## src/rtl/gpr_wport_arbiter_if.sv

```systemverilog
// Signal bundle between the writeback/long-latency producers and the GPR write-port arbiter.
// The master side drives requests; the slave side is the arbiter.
interface gpr_wport_arbiter_if;
    logic        ws_valid;
    logic        ws_ready;
    logic [4:0]  ws_waddr;
    logic [31:0] ws_wdata;
    logic        ll_issue;
    logic [4:0]  ll_issue_dest;
    logic        ll_valid;
    logic        ll_ready;
    logic [4:0]  ll_waddr;
    logic [31:0] ll_wdata;
    logic        rf_we;
    logic [4:0]  rf_waddr;
    logic [31:0] rf_wdata;
    logic [31:0] busy_vec;

    modport master (
        output ws_valid, ws_waddr, ws_wdata,
        output ll_issue, ll_issue_dest,
        output ll_valid, ll_waddr, ll_wdata,
        input  ws_ready, ll_ready,
        input  rf_we, rf_waddr, rf_wdata, busy_vec
    );

    modport slave (
        input  ws_valid, ws_waddr, ws_wdata,
        input  ll_issue, ll_issue_dest,
        input  ll_valid, ll_waddr, ll_wdata,
        output ws_ready, ll_ready,
        output rf_we, rf_waddr, rf_wdata, busy_vec
    );
endinterface

```

## src/rtl/gpr_wport_arbiter.sv

```systemverilog
// Arbitrates the GPR write port between writeback and buffered long-latency results,
// with starvation forcing and a busy scoreboard for pending long-latency destinations.
module gpr_wport_arbiter #(
    parameter int unsigned STARVE_LIMIT  = 4,
    parameter int unsigned LL_FIFO_DEPTH = 2
) (
    input  logic               clk,
    input  logic               resetn,
    gpr_wport_arbiter_if.slave bus
);
    localparam int unsigned AW       = (LL_FIFO_DEPTH > 1) ? $clog2(LL_FIFO_DEPTH) : 1;
    localparam logic [AW:0] FULL_CNT = (AW+1)'(LL_FIFO_DEPTH);
    localparam logic [2:0]  LIMIT    = 3'(STARVE_LIMIT);

    logic [4:0]    mem_addr_q [LL_FIFO_DEPTH];
    logic [31:0]   mem_data_q [LL_FIFO_DEPTH];
    logic [AW-1:0] wr_ptr_q, wr_ptr_d;
    logic [AW-1:0] rd_ptr_q, rd_ptr_d;
    logic [AW:0]   cnt_q, cnt_d;
    logic [2:0]    starve_q, starve_d;
    logic          rf_we_q, rf_we_d;
    logic [4:0]    rf_waddr_q, rf_waddr_d;
    logic [31:0]   rf_wdata_q, rf_wdata_d;
    logic [31:0]   busy_q, busy_d;

    logic          empty, full, enq;
    logic          force_ll, grant_wb, grant_ll;
    logic [4:0]    head_addr;
    logic [31:0]   head_data;

    always_comb begin
        empty     = (cnt_q == '0);
        full      = (cnt_q == FULL_CNT);
        enq       = bus.ll_valid && !full;
        head_addr = mem_addr_q[rd_ptr_q];
        head_data = mem_data_q[rd_ptr_q];
        force_ll  = !empty && (starve_q == LIMIT);
        grant_wb  = !force_ll && bus.ws_valid;
        grant_ll  = !grant_wb && !empty;
    end

    always_comb begin
        wr_ptr_d   = wr_ptr_q + AW'(enq);
        rd_ptr_d   = rd_ptr_q + AW'(grant_ll);
        cnt_d      = cnt_q + (AW+1)'(enq) - (AW+1)'(grant_ll);
        starve_d   = starve_q;
        rf_we_d    = 1'b0;
        rf_waddr_d = rf_waddr_q;
        rf_wdata_d = rf_wdata_q;
        busy_d     = busy_q;

        if (empty || grant_ll) begin
            starve_d = '0;
        end else if (grant_wb && (starve_q != LIMIT)) begin
            starve_d = starve_q + 3'd1;
        end

        if (grant_wb) begin
            rf_we_d    = (bus.ws_waddr != '0);
            rf_waddr_d = bus.ws_waddr;
            rf_wdata_d = bus.ws_wdata;
        end else if (grant_ll) begin
            rf_we_d    = (head_addr != '0);
            rf_waddr_d = head_addr;
            rf_wdata_d = head_data;
        end

        // Clear first, then set, so a same-cycle reissue keeps the register busy.
        if (grant_ll) begin
            busy_d[head_addr] = 1'b0;
        end
        if (bus.ll_issue && (bus.ll_issue_dest != '0)) begin
            busy_d[bus.ll_issue_dest] = 1'b1;
        end
    end

    always_ff @(posedge clk or negedge resetn) begin
        if (!resetn) begin
            wr_ptr_q   <= '0;
            rd_ptr_q   <= '0;
            cnt_q      <= '0;
            starve_q   <= '0;
            rf_we_q    <= 1'b0;
            rf_waddr_q <= '0;
            rf_wdata_q <= '0;
            busy_q     <= '0;
        end else begin
            wr_ptr_q   <= wr_ptr_d;
            rd_ptr_q   <= rd_ptr_d;
            cnt_q      <= cnt_d;
            starve_q   <= starve_d;
            rf_we_q    <= rf_we_d;
            rf_waddr_q <= rf_waddr_d;
            rf_wdata_q <= rf_wdata_d;
            busy_q     <= busy_d;
        end
    end

    always_ff @(posedge clk) begin
        if (enq) begin
            mem_addr_q[wr_ptr_q] <= bus.ll_waddr;
            mem_data_q[wr_ptr_q] <= bus.ll_wdata;
        end
    end

    assign bus.ll_ready = !full;
    assign bus.ws_ready = !force_ll;
    assign bus.rf_we    = rf_we_q;
    assign bus.rf_waddr = rf_waddr_q;
    assign bus.rf_wdata = rf_wdata_q;
    assign bus.busy_vec = busy_q;
endmodule

```

## src/flat_wrapper.sv

```systemverilog
// flat-port wrapper written by rule: the top's interface ports become plain ports
module gpr_wport_arbiter_flat 
#(
    parameter int unsigned STARVE_LIMIT  = 4,
    parameter int unsigned LL_FIFO_DEPTH = 2
)
  (clk, resetn, bus_ws_valid, bus_ws_waddr, bus_ws_wdata, bus_ll_issue, bus_ll_issue_dest, bus_ll_valid, bus_ll_waddr, bus_ll_wdata, bus_ws_ready, bus_ll_ready, bus_rf_we, bus_rf_waddr, bus_rf_wdata, bus_busy_vec);
  gpr_wport_arbiter_if bus_i ();
  input  logic clk;
  input  logic resetn;
  input wire logic [$bits(bus_i.ws_valid)-1:0] bus_ws_valid;
  input wire logic [$bits(bus_i.ws_waddr)-1:0] bus_ws_waddr;
  input wire logic [$bits(bus_i.ws_wdata)-1:0] bus_ws_wdata;
  input wire logic [$bits(bus_i.ll_issue)-1:0] bus_ll_issue;
  input wire logic [$bits(bus_i.ll_issue_dest)-1:0] bus_ll_issue_dest;
  input wire logic [$bits(bus_i.ll_valid)-1:0] bus_ll_valid;
  input wire logic [$bits(bus_i.ll_waddr)-1:0] bus_ll_waddr;
  input wire logic [$bits(bus_i.ll_wdata)-1:0] bus_ll_wdata;
  output wire logic [$bits(bus_i.ws_ready)-1:0] bus_ws_ready;
  output wire logic [$bits(bus_i.ll_ready)-1:0] bus_ll_ready;
  output wire logic [$bits(bus_i.rf_we)-1:0] bus_rf_we;
  output wire logic [$bits(bus_i.rf_waddr)-1:0] bus_rf_waddr;
  output wire logic [$bits(bus_i.rf_wdata)-1:0] bus_rf_wdata;
  output wire logic [$bits(bus_i.busy_vec)-1:0] bus_busy_vec;
  assign bus_i.ws_valid = bus_ws_valid;
  assign bus_i.ws_waddr = bus_ws_waddr;
  assign bus_i.ws_wdata = bus_ws_wdata;
  assign bus_i.ll_issue = bus_ll_issue;
  assign bus_i.ll_issue_dest = bus_ll_issue_dest;
  assign bus_i.ll_valid = bus_ll_valid;
  assign bus_i.ll_waddr = bus_ll_waddr;
  assign bus_i.ll_wdata = bus_ll_wdata;
  assign bus_ws_ready = bus_i.ws_ready;
  assign bus_ll_ready = bus_i.ll_ready;
  assign bus_rf_we = bus_i.rf_we;
  assign bus_rf_waddr = bus_i.rf_waddr;
  assign bus_rf_wdata = bus_i.rf_wdata;
  assign bus_busy_vec = bus_i.busy_vec;
  gpr_wport_arbiter #(.STARVE_LIMIT(STARVE_LIMIT), .LL_FIFO_DEPTH(LL_FIFO_DEPTH)) u_core (.clk(clk), .resetn(resetn), .bus(bus_i));
endmodule
```

## config.mk

```make
export PLATFORM = sky130hd
export DESIGN_NAME = gpr_wport_arbiter_flat
export DESIGN_NICKNAME = d
export VERILOG_FILES = /design/src/rtl/gpr_wport_arbiter_if.sv /design/src/rtl/gpr_wport_arbiter.sv /design/src/flat_wrapper.sv
export SDC_FILE = /design/constraint.sdc
export NUM_CORES = 1
export LEC_CHECK = 0
export CAP_MARGIN = 0
export CORE_AREA = 5 5 133 135
export CTS_CLUSTER_DIAMETER = 150
export DETAILED_ROUTE_END_ITERATION = 10
export DIE_AREA = 0 0 138 140
export PLACE_DENSITY = 0.7
export SKIP_CTS_REPAIR_TIMING = 1
export SYNTH_ARGS = -nofsm -noshare
export SYNTH_HDL_FRONTEND = slang
export SYNTH_SLANG_ARGS = --single-unit
```

## constraint.sdc

```tcl
create_clock -name clk -period 2.3 [get_ports clk]
set_input_delay 0.46 -clock clk [delete_from_list [all_inputs] [get_ports clk]]
set_output_delay 0.46 -clock clk [all_outputs]
set_load 0.005 [all_outputs]
```

==> impl_results.md <==
- I/O Pins: about 160
- Worst skew pair latency: slightly above 0.4 ns
- Fin util: 0.540
- WP data required: ~1.8 ns
- Reg-to-reg startpoint: u_core.starve_q[0]
- Clock Skew: just over 0.008 ns
- Worst hold path type: input port to async pin
- Crit path buf inv count: 3
- GRT Util Overall: 0.178
- Max-cap violations: 0
- Drt first pass iters: 5
- Largest net degree at the start of global routing: 67
- Worst IR drop on VDD: between 0.6 and 0.7 mV
- Clock transition at path regs: about 0.060 ns
- CP cell instances: inv_1 -> ha_2 -> nand2_2 -> nor2_8 -> inv_2 -> dlymetal6s2s_1
- Final Hold Fails: 0
- Setup WS pre-CTS: 0.193 ns
- Area of the die: approximately 0.019 mm²
- Startpoint types: flop
- PortBufs: ~160
- Slew Limit Headroom: 0.586
- Mapped Area: ~0.0064 mm²
- Final setup vio count: 0
- Cells after DPL: between 800 and 900
- Initial DRC count: 347
- Status: complete, no violations
- Crit. End Element: output pin
- Cell row count: 47
- Routed vias: ~4800
- Routed WL: around 17000 µm
- Ys async rst share: 0.510
- Layout cells sized above 1: 0.105
- Worst-Margin Slew: just over 0.6 ns
- TritonCTS clock tree: built
- Clk buf depth: 2
- Design area: around 0.0088 mm²
- Nets: 745
- Flops & latches, synth: around 150
- Final hold slack: roughly 0.044 ns
- Critical path's top delay family: flip-flops
- Non-Filler Instances: between 800 and 900
- CP Max Fanout: 3
- Die H: 140 µm
- Starting density of the core: 0.389
- Syn nets: just under 600
- Cell area after placement: approximately 0.008 mm²
- Most frequent cell after synthesis: o21ai_0
- Residual DRC: 0
- Area grow syn2layout: 38.9%
- Largest area contributor in the netlist: edfxtp_1
- Wire length per cell: approximately 19 µm
- Remaining antenna violation count: 0
- Crit Path Class: flop to output pin
- Final Max Tran Viols: 0
- Mean Syn Cell Area: 12.9 µm²
- WP data arrival: 1.53 ns
- CTS Root Cell: clkbuf_16
- Ys flop type: dfrtp_1
- Post-layout minimum cycle time: approximately 2 ns
- Worst Slack Setup Final: ~0.31 ns
- RePlAce Congestion: 0.880
- H-Tree Depth: 4
- Top-area cell type share of the netlist area: 0.350
- Seq/Total Area, Yosys: 0.653
- Inserted Clock Buffers: 17
- Lkg Pwr: 3.39 nW
- Sink Count: 151
- Via density: between 5 and 6
- RSZ-0062 raised after global routing: no
- PD cells: between 1000 and 1500 mW/mm²
- First-pass GRT wire length: 27600 µm
- Core Region: approximately 0.016 mm²
- Crit-path max cell delay: about 0.39 ns
- Top cells by area, synth: edfxtp_1, dfrtp_1, o21ai_0, a221o_1, mux2i_1
- Initial antenna violation count: 0
- Achievable Freq: roughly 500 MHz
- Yosys cell types: 42
- YS warnings: 0
- Vias in the first global route: between 5000 and 6000
- Slowest cell on crit path: dfrtp_1
- Period utilization: 0.864
- Sequential cell area: a little over 0.004 mm²
- Fill cell count: 1408
- Grt ovf: 0
- Total Power: approximately 11 mW
- Gate count of the mapped netlist: between 400 and 500
- Hpwl dp: approximately 12000 µm
- Die width: 138 µm
- Post-synth EDFFs: 74
- Multi-input logic area: between 0.002 and 0.0025 mm²
- Most frequent cells after synthesis: o21ai_0, dfrtp_1, edfxtp_1
- Setup Total Neg Slack: 0 ns
- Critical path startpoint: u_core.starve_q[0]
- Diodes inserted: 0
==> area by class of cell <==
| class | count | share of cell area |
|---|---|---|
| tap | 220 | 0.0312 |
| inverter | 8 | 0.00340 |
| multi-input combinational | 306 | 0.230 |
| sequential | 151 | 0.470 |
| clock inverter | 9 | 0.0123 |
| clock buffer | 23 | 0.0566 |
| timing repair buffer | 171 | 0.197 |
==> worst reg2reg max path, cell delays in order, from the launching register on <==
cell     delay (ns)
dfrtp_1        0.39
inv_1          0.07
ha_2           0.20
nand2_2        0.11
a21oi_1        0.29
ha_1           0.29
inv_1          0.06
ha_1           0.16
xnor2_1        0.14
xnor2_1        0.13
==> layer usage <==
metal	global-route usage	vias up	part of all wire
met5	0	-	0
met1	0.226	2322	0.41
met3	0.0610	29	0.092
met4	0.0603	0	0.020
li1	-	2176	-
met2	0.286	244	0.48
==> state kept, by name, summed over array words and instances (netlist names) <==
register             count
u_core.cnt_q             2
u_core.mem_data_q       64
u_core.bus.rf_we         1
u_core.starve_q          3
u_core.bus.busy_vec     32
u_core.rd_ptr_q          1
u_core.mem_addr_q       10
u_core.bus.rf_waddr      5
u_core.wr_ptr_q          1
u_core.bus.rf_wdata     32
==> report_power, final <==
group	internal (mW)	leakage (nW)	switching [mW]
Combinational	1.93	1.47	1.81
Sequential	3.75	1.62	0.457
Clock	1.76	0.304	1.05
==> placed cells by master, fill, tap and decap left out, drive strengths merged, types with 2 or more instances in the layout <==
cell	netlist	layout
clkdlybuf4s50	0	153
nand3	13	13
a211oi	5	5
mux2i	38	38
bufinv	0	2
buf	19	17
a221o	37	37
nor2b	3	3
mux2	5	5
inv	7	11
ha	6	6
xnor2	2	2
nor3	3	3
o21ai	94	94
nand2	38	38
or2	2	2
clkbuf	7	23
dfrtp	77	77
nand2b	2	2
clkinv	1	4
nor2	43	43
edfxtp	74	74
nand4	4	4
==> final timing paths <==
kind / depth (start not counted) / end / slack, ns
setup / recovery: 6 / bus_ws_ready / 0.31
hold / removal: 1 / u_core.bus.busy_vec[0] / 0.04
setup reg to reg: 9 / u_core.cnt_q[1] / 0.38
hold reg to reg: 1 / u_core.starve_q[0] / 0.47
max in group asynchronous: 2 / u_core.bus.rf_wdata[3] / 1.64
min in group clk: 1 / u_core.starve_q[0] / 0.47
==> cell families after synthesis <==
| family | after synthesis | synth area share |
|---|---|---|
| adders and majority gates | 6 | 0.0118 |
| muxes | 43 | 0.0707 |
| buffers and inverters | 34 | 0.0303 |
| and+or+nand+nor | 112 | 0.0835 |
| xor gates and xnor gates | 3 | 0.00414 |
| DFF | 151 | 0.653 |
| AOI/OAI and AO/OA | 142 | 0.146 |
Power figures use the tool's default switching activity.
